`src/rtl/fu_cdb_arbiter_pkg.sv`:
```
// Shared types and default sizes for the CDB arbiter: functional-unit
// result packets, the FU state bundle and the registered CDB broadcast.
package fu_cdb_arbiter_pkg;

  localparam int XLEN  = 32;
  localparam int PRN_W = 6;
  localparam int ROB_W = 5;

  // Default machine shape; the arbiter parameters default to these and the
  // packet types below are sized by them.
  localparam int CDB_SLOTS     = 2;
  localparam int FU_ALU_COUNT  = 3;
  localparam int FU_MULT_COUNT = 2;
  localparam int FU_LOAD_COUNT = 2;
  localparam int FU_TOTAL      = FU_ALU_COUNT + FU_MULT_COUNT + FU_LOAD_COUNT;

  // Common result fields every functional unit carries.
  typedef struct packed {
    logic [XLEN-1:0]  result;
    logic [PRN_W-1:0] dest_prn;
    logic [ROB_W-1:0] robn;
  } FU_BASIC_PACKET;

  typedef struct packed {
    FU_BASIC_PACKET basic;
  } FU_PACKET;

  // Prepared flags plus the held result packets from every FU.
  typedef struct packed {
    logic [FU_ALU_COUNT-1:0]       alu_prepared;
    logic [FU_MULT_COUNT-1:0]      mult_prepared;
    logic [FU_LOAD_COUNT-1:0]      load_prepared;
    FU_PACKET [FU_ALU_COUNT-1:0]   alu_packet;
    FU_PACKET [FU_MULT_COUNT-1:0]  mult_packet;
    FU_PACKET [FU_LOAD_COUNT-1:0]  load_packet;
  } FU_STATE_PACKET;

  // One CDB broadcast slot.
  typedef struct packed {
    logic             valid;
    logic [PRN_W-1:0] dest_prn;
    logic [ROB_W-1:0] robn;
    logic [XLEN-1:0]  result;
  } CDB_PACKET;

  // Builds a valid broadcast from a source's basic fields.
  function automatic CDB_PACKET cdb_from_basic(input FU_BASIC_PACKET b);
    CDB_PACKET p;
    p.valid    = 1'b1;
    p.dest_prn = b.dest_prn;
    p.robn     = b.robn;
    p.result   = b.result;
    return p;
  endfunction

endpackage

```
`src/rtl/fu_cdb_arbiter_rr_select.sv`:
```
// Combinational N-of-S rotating selector: scans from ptr, wrapping mod S,
// and grants the first (up to) N requesters it meets, in scan order.
module fu_cdb_arbiter_rr_select #(
  parameter int S     = 7,
  parameter int N     = 2,
  parameter int IDX_W = $clog2(S),
  parameter int CNT_W = $clog2(N + 1)
) (
  input  logic [S-1:0]            req,
  input  logic [IDX_W-1:0]        ptr,
  output logic [S-1:0]            gnt,
  output logic [N-1:0][IDX_W-1:0] slot_idx,
  output logic [IDX_W-1:0]        last_idx,
  output logic [CNT_W-1:0]        count
);

  int idx;

  // Rotating scan: slot k of the broadcast gets the k-th requester found.
  always_comb begin
    // NOTE: combinational logic uses blocking '=' and assigns every output a
    // default first, so no path leaves a value unassigned and no latch forms.
    gnt      = '0;
    slot_idx = '0;
    last_idx = '0;
    count    = '0;
    idx      = 0;
    for (int k = 0; k < S; k++) begin
      idx = int'(ptr) + k;
      if (idx >= S) idx = idx - S;
      if (req[idx] && (int'(count) < N)) begin
        gnt[idx]        = 1'b1;
        slot_idx[count] = IDX_W'(idx);
        last_idx        = IDX_W'(idx);
        count           = count + 1'b1;
      end
    end
  end

endmodule

```
`src/rtl/fu_cdb_arbiter.sv`:
```
// Arbitrates functional-unit results onto an N-slot common data bus.
// Grants and avail are combinational; broadcasts appear one cycle later.
module fu_cdb_arbiter
  import fu_cdb_arbiter_pkg::*;
#(
  parameter int N           = CDB_SLOTS,
  parameter int NUM_FU_ALU  = FU_ALU_COUNT,
  parameter int NUM_FU_MULT = FU_MULT_COUNT,
  parameter int NUM_FU_LOAD = FU_LOAD_COUNT
) (
  input  logic                   clock,
  input  logic                   reset,
  input  logic                   squash,
  input  FU_STATE_PACKET         fu_state_packet,
  output logic [NUM_FU_ALU-1:0]  alu_avail,
  output logic [NUM_FU_MULT-1:0] mult_avail,
  output logic [NUM_FU_LOAD-1:0] load_avail,
  output CDB_PACKET [N-1:0]      cdb_packet
);

  localparam int S     = NUM_FU_ALU + NUM_FU_MULT + NUM_FU_LOAD;
  localparam int IDX_W = $clog2(S);
  localparam int CNT_W = $clog2(N + 1);

  logic [S-1:0]            prepared;
  logic [S-1:0]            req;
  logic [S-1:0]            gnt;
  logic [S-1:0]            avail;
  logic                    kill;
  logic [N-1:0][IDX_W-1:0] slot_idx;
  logic [IDX_W-1:0]        last_idx;
  logic [CNT_W-1:0]        count;
  logic [IDX_W-1:0]        rr_ptr;
  FU_BASIC_PACKET          src_basic [S];
  CDB_PACKET [N-1:0]       cdb_next;

  // Global source order is ALU, then MULT, then LOAD.
  assign prepared = {fu_state_packet.load_prepared,
                     fu_state_packet.mult_prepared,
                     fu_state_packet.alu_prepared};

  // Reset or squash suppress every grant and free every source.
  assign kill = reset | squash;
  assign req  = kill ? '0 : prepared;

  fu_cdb_arbiter_rr_select #(
    .S     (S),
    .N     (N),
    .IDX_W (IDX_W),
    .CNT_W (CNT_W)
  ) u_rr_select (
    .req      (req),
    .ptr      (rr_ptr),
    .gnt      (gnt),
    .slot_idx (slot_idx),
    .last_idx (last_idx),
    .count    (count)
  );

  // A prepared source that lost arbitration must hold its packet.
  assign avail      = kill ? '1 : (~prepared | gnt);
  assign alu_avail  = avail[NUM_FU_ALU-1:0];
  assign mult_avail = avail[NUM_FU_ALU +: NUM_FU_MULT];
  assign load_avail = avail[NUM_FU_ALU+NUM_FU_MULT +: NUM_FU_LOAD];

  // Flatten the per-FU packets into global source order.
  always_comb begin
    src_basic = '{default: '0};
    for (int i = 0; i < NUM_FU_ALU; i++)
      src_basic[i] = fu_state_packet.alu_packet[i].basic;
    for (int i = 0; i < NUM_FU_MULT; i++)
      src_basic[NUM_FU_ALU+i] = fu_state_packet.mult_packet[i].basic;
    for (int i = 0; i < NUM_FU_LOAD; i++)
      src_basic[NUM_FU_ALU+NUM_FU_MULT+i] = fu_state_packet.load_packet[i].basic;
  end

  // Pack granted sources into slots 0..count-1; unused slots stay empty.
  always_comb begin
    cdb_next = '0;
    for (int s = 0; s < N; s++) begin
      if (s < int'(count))
        cdb_next[s] = cdb_from_basic(src_basic[slot_idx[s]]);
    end
  end

  // Broadcast register: a squash empties the bus on the next edge.
  always_ff @(posedge clock or posedge reset) begin
    // NOTE: sequential state uses non-blocking '<=' so every register samples
    // pre-edge values regardless of statement order.
    if (reset)       cdb_packet <= '0;
    else if (squash) cdb_packet <= '0;
    else             cdb_packet <= cdb_next;
  end

  // Round-robin pointer: resume just past the last granted source.
  always_ff @(posedge clock or posedge reset) begin
    if (reset)            rr_ptr <= '0;
    else if (squash)      rr_ptr <= '0;
    else if (count != '0) rr_ptr <= (int'(last_idx) == S - 1) ? '0 : last_idx + 1'b1;
  end

endmodule
```
`config.mk`:
```
export PLATFORM = sky130hd
export DESIGN_NAME = fu_cdb_arbiter
export DESIGN_NICKNAME = d
export VERILOG_FILES = /design/src/rtl/fu_cdb_arbiter_pkg.sv /design/src/rtl/fu_cdb_arbiter_rr_select.sv /design/src/rtl/fu_cdb_arbiter.sv
export SDC_FILE = /design/constraint.sdc
export NUM_CORES = 1
export LEC_CHECK = 0
export ABC_AREA = 0
export CORE_AREA = 2 2 170 172
export DETAILED_ROUTE_END_ITERATION = 7
export DIE_AREA = 0 0 172 174
export GPL_TIMING_DRIVEN = 0
export HOLD_SLACK_MARGIN = 0.05
export PLACE_DENSITY_LB_ADDON = 0.2
export SYNTH_ARGS = -nofsm -noshare
export SYNTH_HDL_FRONTEND = slang
export SYNTH_SLANG_ARGS = --single-unit
```
`constraint.sdc`:
```
create_clock -name clock -period 16.1 [get_ports clock]
set_input_delay 4.025 -clock clock [delete_from_list [all_inputs] [get_ports clock]]
set_output_delay 4.025 -clock clock [all_outputs]
set_load 0.05 [all_outputs]
```
==> key figures <==
Synth
  • Seq/Total Area, Yosys: 20.5%
  • Yosys warns: 0
  • Cell count after synthesis: 1321
  • Number of synthesized flops with an enable pin: 0
  • Synth top area share: 20.5%
  • Synth Flop Type: dfrtp_1
  • Netlist cell types: 93
  • Avg Inst Size Synth: 8.39 um^2
  • Post-Syn Nets: 1666
  • Synthesized area: 11100 um^2
  • Flops & latches, synth: 91
  • Ys async rst share: 100%
  • Synth area leader: dfrtp_1
  • Synth top area cells: dfrtp_1 21%, mux2i_1 14%, nand2_1 7.7%

Clocking
  • CTS sink cnt: 91
  • CTS buffer count: 9
  • Clk pin slew, worst setup/hold paths: 0.08 ns
  • Root Buffer: clkbuf_16
  • Post-CTS Repair Setup Buffers: 0
  • CTS H-tree depth: 3
  • Clk buf depth: 2
  • Clock Latency Late Sink: 0.37 ns
  • CTS resizes: 2
  • Hold_buf cts: 0
  • CTS tree: yes

GRT
  • Initial antenna violation count: 9
  • First-pass GRT wire length: 84000 um
  • Number of global-route vias before repair: 13200
  • Largest net degree at the start of global routing: 48
  • Gr usage total: 37.1%
  • Global route overflow: 0

Routing
  • DR pass1 iterations: 6
  • Routed wire length: 58100 um
  • WL/cell: 27.2 um
  • # DRC: 0
  • DR vias: 13500
  • Iteration-0 DRC Markers: 1652
  • Antenna-violating nets left: 0
  • Routed vias/inst: 6.33

Floorplanning
  • Core ar.: 28200 um^2
  • Die Y: 174 um
  • # IOs: 406
  • Die Span X: 172 um
  • Total die area: 29900 um^2
  • Initial core utilization: 39.3%
  • # rows: 62

Setup path
  • RR Startpoint: rr_ptr[1]$_DFFE_PP0P_
  • Crit path kind: in2out
  • CP Launch Type: input port
  • Worst Setup SP: reset
  • Worst R2R Setup Slack: 5.71 ns
  • Setup crit end kind: primary output
  • CP required: 12.07 ns
  • CP Max Fanout: 47
  • CP arrival: 11.38 ns

STA
  • Setup tns final: 0 ns
  • Worst Max-Slew Pin Slew: 0.894 ns
  • Final Cycle Share: 95.7%
  • Final Hold Violating Endpoints: 0
  • Worst slew margin: 39.8%
  • Fin crit period: 15.40 ns
  • RSZ-0062 raised after global routing: false
  • Fin worst setup slack: 0.698 ns
  • Final setup fails: 0
  • Final max-slew violation count: 0
  • Setup Skew: 0.0141 ns
  • Highest Clock Rate: 64.9 MHz

Placed design
  • Final HPWL DP: 44500 um
  • PortBufs: 405
  • Placed cells: 2111
  • Placement Setup Slack: -0.278 ns
  • Placed Area: 15700 um^2
  • Final GP Congestion: 0.981

Cells and area
  • Share of post-route cells with drive strength above 1: 10.6%
  • Commonest non-fill, non-tap cell in the layout: clkdlybuf4s50_1
  • Area grow syn2layout: 44.2%
  • Final nets: 2082
  • Most frequent cells in the layout: 401 x clkdlybuf4s50_1, 226 x nand2_1, 150 x mux2i_1, 91 x dfrtp_1, 60 x a21oi_1
  • Final non-filler cell area: 16000 um^2
  • Final instance count without filler cells: 2133

Min path
  • Hold path startpoint: rr_ptr[2]$_DFFE_PP0P_
  • Path type of the worst min-delay path: reg2reg

Run
  • Total of max-cap violations: 0

Outcome
  • Run status: finished, final reports clean
per-layer routing:
metal / vias up / part of all wire, % / global-route usage (%)
met5: - / 0.028 / 0
met1: 6504 / 40 / 48.4
met3: 170 / 10 / 8.88
met2: 926 / 45 / 57.6
met4: 4 / 4.9 / 17.2
li1: 5896 / - / -
area by class of cell:
class / instances / area, um^2
tap: 384 / 480
multi-input combinational: 1079 / 8060
timing repair buffer: 406 / 4090
antenna: 7 / 17.5
fill: 2629 / 12200
sequential: 91 / 2280
clock inverter: 6 / 71.3
buffer: 126 / 663
clock buffer: 10 / 229
inverter: 24 / 98.8
worst max-delay path, stage by stage:
cell	delay, ns
clkdlybuf4s50_1	0.43
buf_2	0.21
inv_8	0.29
buf_16	0.30
nand2_1	0.31
o311ai_0	0.48
and2_1	0.18
buf_2	0.18
inv_2	0.08
ha_1	0.17
clkbuf_1	0.22
o21ai_4	0.34
inv_1	0.15
ha_1	0.39
nor3_4	0.41
nor2_1	0.12
ha_1	0.34
o221a_2	0.28
and2_1	0.19
ha_1	0.30
a31oi_1	0.13
o21ai_1	0.13
and3_1	0.23
buf_2	0.17
and3_1	0.24
a32oi_1	0.20
nand3_1	0.12
clkdlybuf4s50_1	0.72
synthesized netlist by cell type, types with 5 or more instances:
master / n
nor2b_1: 6
mux2i_1: 150
nor3b_1: 6
and3_1: 7
a21oi_1: 60
and2_1: 14
a32oi_1: 8
a22oi_1: 46
a211oi_1: 10
nand3_1: 29
o21a_1: 47
buf_4: 17
clkbuf_1: 54
nor3_1: 9
nand2b_1: 8
nor2_1: 34
o22ai_1: 43
xnor2_1: 6
or3b_1: 6
ha_1: 33
nand2_1: 226
dfrtp_1: 91
a221oi_1: 50
inv_1: 19
o21ai_0: 11
xnor2_2: 7
buf_2: 47
buf_6: 9
nand4_1: 7
o211ai_1: 7
a32o_1: 45
a31oi_1: 5
a2bb2oi_1: 44
mux2_2: 50
registers in the layout, summed over array words and instances, names as in the netlist:
name	flops
rr_ptr	3
cdb_packet	88
cell families (layout without fill, tap and decap cells):
family                   after synthesis  after routing  share of synthesized area (%)
buffers and inverters                151            572                           6.83
AO/OA/AOI/OAI                        435            435                           30.9
other                                  0              7                              0
XOR/XNOR                              18             18                           2.07
multiplexers                         206            206                           19.6
adder cells (fa/ha/maj)               34             34                           3.91
flip-flops                            91             91                           20.5
AND/OR/NAND/NOR                      386            386                           16.2
metrics by stage:
step	hold WS [ns]	util [%]
2_1_floorplan	0.816	-
3_3_place_gp	0.987	55.3
3_5_place_dp	0.977	55.4
4_1_cts	0.992	56.5
5_1_grt	1.01	56.6
6_report	0.990	56.6
worst paths after layout:
path                                                  to  depth (start not counted)
worst max-delay path                       load_avail[0]                         28
worst min-delay path               rr_ptr[2]$_DFFE_PP0P_                          2
worst max register to register  cdb_packet[71]$_DFF_PP0_                         37
worst min register to register     rr_ptr[2]$_DFFE_PP0P_                          2
max in group asynchronous       cdb_packet[24]$_DFF_PP0_                          4
min in group asynchronous       cdb_packet[48]$_DFF_PP0_                          3
Power is not shown: default switching activity piles up to over one toggle a cycle in this logic, so the estimate is an artifact.
